`src/rtl/adder_arb_pkg.sv`:
```
// adder_arb_pkg: shared definitions for the two-requester adder arbiter.
//   WIDTH_DEFAULT : default operand/result width
//   out_state_e   : output-register FSM state (StEmpty / StFull)
//   ID_BRANCH     : requester index of the branch-target port (req0)
//   ID_SAD        : requester index of the SAD-accumulate port (req1)
package adder_arb_pkg;

    localparam int unsigned WIDTH_DEFAULT = 32;

    typedef enum logic {
        StEmpty = 1'b0,
        StFull  = 1'b1
    } out_state_e;

    localparam logic ID_BRANCH = 1'b0;
    localparam logic ID_SAD    = 1'b1;

endpackage

```
`src/rtl/adder_arbiter_adder.sv`:
```
// adder_arbiter_adder: plain modular adder, carry-out discarded.
//   a_i, b_i : operands
//   sum_o    : (a_i + b_i) mod 2^Width
module adder_arbiter_adder #(
    parameter int unsigned Width = 32
) (
    input  logic [Width-1:0] a_i,
    input  logic [Width-1:0] b_i,
    output logic [Width-1:0] sum_o
);

    assign sum_o = a_i + b_i;

endmodule

```
`src/rtl/adder_arbiter.sv`:
```
// adder_arbiter: two requesters share one adder; result held in a single output register.
//   clk, rst_n              : clock, asynchronous active-low reset
//   req0_valid/a/b, ready   : branch-target requester (ID_BRANCH)
//   req1_valid/a/b, ready   : SAD-accumulate requester (ID_SAD)
//   out_valid/data/id       : registered sum and owning requester
//   out_ready               : consumer takes the result this cycle
// PRIO_MODE 0 = round-robin, 1 = fixed priority with req0 winning.
module adder_arbiter
    import adder_arb_pkg::*;
#(
    parameter int unsigned WIDTH     = WIDTH_DEFAULT,
    parameter int unsigned PRIO_MODE = 0
) (
    input  logic             clk,
    input  logic             rst_n,
    input  logic             req0_valid,
    input  logic [WIDTH-1:0] req0_a,
    input  logic [WIDTH-1:0] req0_b,
    output logic             req0_ready,
    input  logic             req1_valid,
    input  logic [WIDTH-1:0] req1_a,
    input  logic [WIDTH-1:0] req1_b,
    output logic             req1_ready,
    output logic             out_valid,
    output logic [WIDTH-1:0] out_data,
    output logic             out_id,
    input  logic             out_ready
);

    out_state_e       state_q, state_d;
    logic [WIDTH-1:0] out_data_q, out_data_d;
    logic             out_id_q, out_id_d;
    // Requester that wins the next tie in round-robin mode.
    logic             prio_q, prio_d;

    logic             can_accept;
    logic             gnt0, gnt1;
    logic             accept;
    logic [WIDTH-1:0] op_a, op_b, sum;

    // Drain and refill in the same cycle is allowed.
    assign can_accept = (state_q == StEmpty) || out_ready;

    always_comb begin
        gnt0 = 1'b0;
        gnt1 = 1'b0;
        // Gating with rst_n keeps readies low during reset, since the state is already EMPTY.
        if (rst_n && can_accept) begin
            if (PRIO_MODE == 1) begin
                if (req0_valid) begin
                    gnt0 = 1'b1;
                end else if (req1_valid) begin
                    gnt1 = 1'b1;
                end
            end else begin
                if (req0_valid && req1_valid) begin
                    gnt0 = (prio_q == ID_BRANCH);
                    gnt1 = (prio_q == ID_SAD);
                end else if (req0_valid) begin
                    gnt0 = 1'b1;
                end else if (req1_valid) begin
                    gnt1 = 1'b1;
                end
            end
        end
    end

    assign req0_ready = gnt0;
    assign req1_ready = gnt1;
    assign accept     = gnt0 | gnt1;

    assign op_a = gnt1 ? req1_a : req0_a;
    assign op_b = gnt1 ? req1_b : req0_b;

    adder_arbiter_adder #(
        .Width(WIDTH)
    ) u_adder (
        .a_i  (op_a),
        .b_i  (op_b),
        .sum_o(sum)
    );

    always_comb begin
        state_d    = state_q;
        out_data_d = out_data_q;
        out_id_d   = out_id_q;
        prio_d     = prio_q;
        if (accept) begin
            state_d    = StFull;
            out_data_d = sum;
            out_id_d   = gnt1 ? ID_SAD : ID_BRANCH;
            prio_d     = gnt1 ? ID_BRANCH : ID_SAD;
        end else if ((state_q == StFull) && out_ready) begin
            // Data and id hold their last values after a drain.
            state_d = StEmpty;
        end
    end

    always_ff @(posedge clk or negedge rst_n) begin
        if (!rst_n) begin
            state_q    <= StEmpty;
            out_data_q <= '0;
            out_id_q   <= ID_BRANCH;
            prio_q     <= ID_BRANCH;
        end else begin
            state_q    <= state_d;
            out_data_q <= out_data_d;
            out_id_q   <= out_id_d;
            prio_q     <= prio_d;
        end
    end

    assign out_valid = (state_q == StFull);
    assign out_data  = out_data_q;
    assign out_id    = out_id_q;

endmodule

```
`config.mk`:
```
export PLATFORM = sky130hd
export DESIGN_NAME = adder_arbiter
export DESIGN_NICKNAME = d
export VERILOG_FILES = /design/src/rtl/adder_arb_pkg.sv /design/src/rtl/adder_arbiter_adder.sv /design/src/rtl/adder_arbiter.sv
export SDC_FILE = /design/constraint.sdc
export NUM_CORES = 1
export LEC_CHECK = 0
export ABC_AREA = 1
export ABC_CLOCK_PERIOD_IN_PS = 6330
export CORE_MARGIN = 4
export CORE_UTILIZATION = 50
export DETAILED_ROUTE_END_ITERATION = 10
export PLACE_DENSITY = 0.88
export SETUP_SLACK_MARGIN = 0.5
export SYNTH_ARGS = -nofsm -noshare
export SYNTH_HDL_FRONTEND = slang
export SYNTH_HIERARCHICAL = 1
export SYNTH_SLANG_ARGS = --single-unit
```
`constraint.sdc`:
```
create_clock -name clk -period 6.33 [get_ports clk]
set_clock_uncertainty 0.15 [all_clocks]
set_input_delay 0.9495 -clock clk [delete_from_list [all_inputs] [get_ports clk]]
set_output_delay 0.9495 -clock clk [all_outputs]
set_load 0.01 [all_outputs]
```
Word-level counts from Yosys, hierarchy flattened
Cells that the tools add are included.
{"block": "totals", "ff_bits": 35, "out_inout_bits": 36, "wordCells": 26}
{"block": "op_classes", "n_addsub": 1, "n_mux": 13, "n_bitwise": 3, "n_reduce_logical": 5}
{"op": "$mux 32", "n": 2}
{"op": "$add 32x32->32", "n": 1}
{"op": "$mux 1", "n": 11}
{"op": "$logic_and 1x1->1", "n": 3}
{"op": "$not 1->1", "n": 2}
{"op": "$reduce_bool 2->1", "n": 1}
{"op": "$logic_or 1x1->1", "n": 1}
{"op": "$or 1x1->1", "n": 1}

Logic depth before layout (Yosys ltp)
{"block": "depth", "depth_word": 6, "mapped_depth": 21, "depth_no_buf": 19}

Hierarchy
The synthesis kept the hierarchy.
{"mod": "adder_arbiter", "instances": 1, "cells_each": 370, "area_each_um2": 2376.0, "seq_area_each_um2": 875.8}
{"mod": "adder_arbiter_adder", "instances": 1, "cells_each": 491, "area_each_um2": 2323.5, "seq_area_each_um2": 0.0}

Worst setup path before layout
No wires, ideal clock.
{"block": "synth_timing", "path_type": "input to register", "startpoint": "input port req1_valid", "endpoint": "register out_data_q[28] (netlist: out_data[28])", "arrival_time_ns": 2.985, "t_required_ns": 6.063, "setup_slack_ns": 3.078, "cell_stages": 20, "cell_sequence": "a21boi_1 -> nand2_1 -> buf_6 -> buf_6 -> nand2_1 -> nand2_1 -> ha_1 -> fa_1 -> nand3_1 -> nand3_1 -> nand2_1 -> nand2_2 -> nand2_1 -> nand2_2 -> nand2_1 -> nand2_1 -> nand2_1 -> nand2_1 -> nand2_1 -> nand2_1"}
{"block": "synth_via", "elab_chain_cells": 6, "word_cells_on_any_way": 11, "classes_between": "1 x add/sub; 8 x mux; 1 x bitwise; 1 x reduce/logical"}
{"item": "from (decl)", "line": "adder_arbiter.sv:20", "source": "input logic req1_valid,"}
{"item": "$mux 1", "line": "adder_arbiter.sv:61", "source": "end else if (req1_valid) begin"}
{"item": "$mux 1", "line": "adder_arbiter.sv:59", "source": "end else if (req0_valid) begin"}
{"item": "$mux 1 (*)", "line": "adder_arbiter.sv:56", "source": "if (req0_valid && req1_valid) begin"}
{"item": "$mux 1 (*)", "line": "adder_arbiter.sv:48", "source": "if (rst_n && can_accept) begin"}
{"item": "$mux 32 (*)", "line": "adder_arbiter.sv:73", "source": "assign op_b = gnt1 ? req1_b : req0_b;"}
{"item": "named net op_b[0]", "line": "adder_arbiter.sv:39", "source": "logic [WIDTH-1:0] op_a, op_b, sum;"}
{"item": "$add 32x32->32 (*)", "line": "adder_arbiter_adder.sv:12", "source": "assign sum_o = a_i + b_i;"}
{"item": "named net sum[28]", "line": "adder_arbiter.sv:39"}
{"item": "to (signal assigned)", "line": "adder_arbiter.sv:107", "source": "out_data_q <= out_data_d;"}
{"item": "to (decl)", "line": "adder_arbiter.sv:31", "source": "logic [WIDTH-1:0] out_data_q, out_data_d;"}
The timed path passes the listed nets; every way through them passes the cells marked *.
A chain may end at the register's enable or synchronous reset.

Final worst setup path
{"block": "layout_timing", "startpoint": "input port rst_n", "endpoint": "register out_data_q[28] (netlist: out_data[28])"}
{"block": "layout_via", "elab_chain_cells": 4, "word_cells_on_any_way": 7, "classes_between": "1 x add/sub; 4 x mux; 1 x bitwise; 1 x reduce/logical"}
{"item": "from (decl)", "line": "adder_arbiter.sv:15", "source": "input logic rst_n,"}
{"item": "$logic_and 1x1->1", "line": "adder_arbiter.sv:48"}
{"item": "$mux 1", "line": "adder_arbiter.sv:48"}
{"item": "$mux 32", "line": "adder_arbiter.sv:72", "source": "assign op_a = gnt1 ? req1_a : req0_a;"}
{"item": "named net op_a[0]", "line": "adder_arbiter.sv:39"}
{"item": "$add 32x32->32", "line": "adder_arbiter_adder.sv:12"}
{"item": "named net sum[28]", "line": "adder_arbiter.sv:39"}
The timed path passes the listed nets, and every way through them passes these cells.

==> flow_summary.yaml <==
drt:
  vias: 5580
  viasPerCell: 4.978
  route.detailed.drc: 0
  wl_um: 13360
  drt_iter0_drc: 361
  first_pass_iters: 5
  wl_per_cell_um: 11.92
  ant_nets: 0
yosys:
  ys_warn_count: 6
  synth.distinct_cells: 25
  yosysTopAreaCell: "nand2_1"
  synthTopCellsByArea: "nand2_1, dfrtp_1, nand3_1"
  syn_inst: 861
  synth.avg_cell_area_um2: 5.458
  netlist_area_mm2: 0.004700
  syn_nets: 1026
  yosysTopAreaCellShare_pct: 33.71
  ys_ff_latch: 35
  ys_seq_area_share_pct: 18.64
pwr:
  p_leak_nw: 3.758
  power.density_mw_per_mm2: 209.3
  worst_ir_drop_vdd_uv: 111.5
global_route:
  grt_overflow: 0
  grt.busiest_layer: "met2"
  use_met1_pct: 35.12
  grt_pass1_wl_um: 22550
  grt.total_usage_pct: 24.13
  grt_pass1_vias: 5004
  antenna_found_initial: 0
  grt_max_degree: 68
  grt_use_met3_pct: 3.521
  globalRouteMet2Util_pct: 38.54
die:
  initial_core_util_pct: 51.10
  num_rows: 35
  num_io_pins: 169
  fp.dieH_um: 105.0
  die_w_um: 105.0
  coreArea_mm2: 0.009196
  die-area_mm2: 0.01101
clocking:
  numCtsBuffers: 5
  cts_buffer_depth: 2
  ctsRootBufferMaster: "clkbuf_8"
  clk_latency_ns: 0.28
  h-tree-depth: 2
  cts_tree: "done"
  path_clk_slew_ns: 0.06
  postCtsSetupRepairBufs: 0
  cts_resized: 0
  hold_buffers: 0
  cts.sinks: 35
critical_path:
  cpPeakStageDelay_ns: 0.63
  cp_data_arrival_time_ns: 4.25
  critical_path.top_delay_family: "simple AND/OR/NAND/NOR gates"
  crit_type: "in -> reg"
  start_kind: "primary input"
  cp.buffers_inverters: 2
  critical_path.cell_chain: "buf_2 > buf_4 > a21boi_4 > nand2_2 > nand2_1 > nand2_1 > ha_1 > fa_1 > nand3_1 > nand3_1 > nand2_1 > nand2_2 > nand2_1 > nand2_2 > nand2_1 > nand2_1 > nand2_1 > nand2_1 > nand2_1 > nand2_1"
  cpMostUsedCell: "nand2_1"
  crit_path_max_fanout: 67
  critPathRequiredTime_ns: 6.35
  cp-end-kind: "register"
  crit_slowest_cell: "nand2_2"
sta:
  rsz0062_at_grt: "no"
  worstMarginPinSlew_ns: 1.143
  layout_min_cycle_time_ns: 4.236
  slew_headroom_pct: 23.50
  timing.final.crit_share_pct: 66.92
  slew_violations: 0
  hold_viol: 0
  fin_setup_tns_ns: 0
  max_freq_mhz: 236.1
  setup_viol: 0
finish:
  area_delta_synth_final_pct: 37.27
  antennaDiodeCount: 0
  drive_gt1_share_pct: 2.970
  nets: 1175
  nFillCells: 867
  final_cells: 1121
worst_hold_path:
  min_path_type: "reg -> reg"
placement:
  portBuffers: 168
  dpl.hpwl_um: 10990
  gp_congestion: 0.9559
  dp_cells: 1114
run_status:
  outcome: "complete, no violations"
run:
  cap_violations: 0
## synthesized netlist by cell type
| cell type | n |
|---|---|
| nand2_1 | 422 |
| nand3_1 | 123 |
| inv_1 | 115 |
| nor2_1 | 38 |
| dfrtp_1 | 35 |
| ha_1 | 31 |
| a21oi_1 | 21 |
| xor2_1 | 15 |
| buf_4 | 13 |
| nand2_2 | 10 |
| buf_2 | 9 |
| nor3_1 | 5 |
| buf_6 | 4 |
| nand4_1 | 4 |
| nand3_2 | 3 |
| buf_1 | 2 |
| clkbuf_1 | 2 |
| o21bai_1 | 2 |
| a21boi_1 | 1 |
| a21boi_2 | 1 |
| a21o_1 | 1 |
| fa_1 | 1 |
| inv_2 | 1 |
| nor2_2 | 1 |
| xnor2_1 | 1 |
## registers in the layout, summed over array words and instances (netlist names)
register and cells:
out_data 32, out_id 1, out_valid 1, prio_q 1
## cell type report
cell class	instances	area [µm²]	share of cell area, %
Inverter	116	435.4	6.749
Clock buffer	6	82.58	1.280
Sequential cell	35	875.8	13.58
Multi-Input combinational cell	680	3207	49.71
Clock inverter	1	5.005	0.07758
Tap cell	111	138.9	2.153
Timing Repair Buffer	172	1707	26.45
## worst reg2reg max path: cells and delay by family, from the launching register on
kind	cells	cell delay [ns]
AOI/OAI and AO/OA	1	0.18
adders and majority gates	2	0.69
DFF	1	0.43
and+or+nand+nor	15	1.86
## path summary, 6_finish.rpt
check                                          from                       end  slack (ns)  depth (start not counted)
max                                           rst_n  out_data[28]$_DFFE_PN0P_        2.09                         20
min                        out_data[19]$_DFFE_PN0P_  out_data[19]$_DFFE_PN0P_        0.36                          2
max reg2reg                   out_valid$_DFFE_PN0P_  out_data[28]$_DFFE_PN0P_        2.90                         18
min reg2reg                out_data[19]$_DFFE_PN0P_  out_data[19]$_DFFE_PN0P_        0.36                          2
max in group asynchronous                     rst_n  out_data[20]$_DFFE_PN0P_        5.15                          2
min in group asynchronous                     rst_n   out_data[3]$_DFFE_PN0P_        0.55                          2
## routing by layer
metal	wire [µm]	vias to the layer above
li1	-	2954
met1	6521	2429
met2	5814	191
met3	939	6
met4	84	0
met5	0	-
## kinds of logic (layout without fill, tap and decap cells)
| logic type | after synthesis | count (layout) | synth area share, % |
|---|---|---|---|
| compound gates | 26 | 26 | 3.115 |
| xor+xnor | 16 | 16 | 2.982 |
| flops | 35 | 35 | 18.64 |
| buf+inv | 146 | 295 | 13.58 |
| simple gates | 606 | 606 | 53.01 |
| fa+ha+maj | 32 | 32 | 8.679 |
## cell usage in the layout (no fill, tap or decap), drive strengths merged
cell / count
clkbuf: 6
xor2: 15
xnor2: 1
buf: 5
a21o: 1
nor2: 39
dfrtp: 35
inv: 116
nor3: 5
clkdlybuf4s50: 167
a21boi: 2
ha: 31
o21bai: 2
nand4: 4
clkinv: 1
nand2: 432
a21oi: 21
fa: 1
nand3: 126
## stage by stage
stage	utilization (%)	hold WS [ns]	area, µm²	power (mW)	setup WS [ns]
after floorplan	-	0.3748	4700	0.8428	3.078
after global placement	69.20	0.3378	6364	1.180	1.822
after detailed placement	69.20	0.3441	6364	1.192	1.750
after CTS	70.15	0.3640	6451	1.352	2.043
after global routing	70.15	0.3961	6451	1.475	1.647
final	70.15	0.3617	6451	1.350	2.094
## report_power, final
group | internal [mW] | switching, mW | leakage [nW]
Combinational | 0.393 | 0.460 | 3.28
Clock | 0.0851 | 0.0707 | 0.0470
Sequential | 0.299 | 0.0436 | 0.432
Total | 0.777 | 0.574 | 3.76
Note: power is estimated with default switching activity, not from simulation.
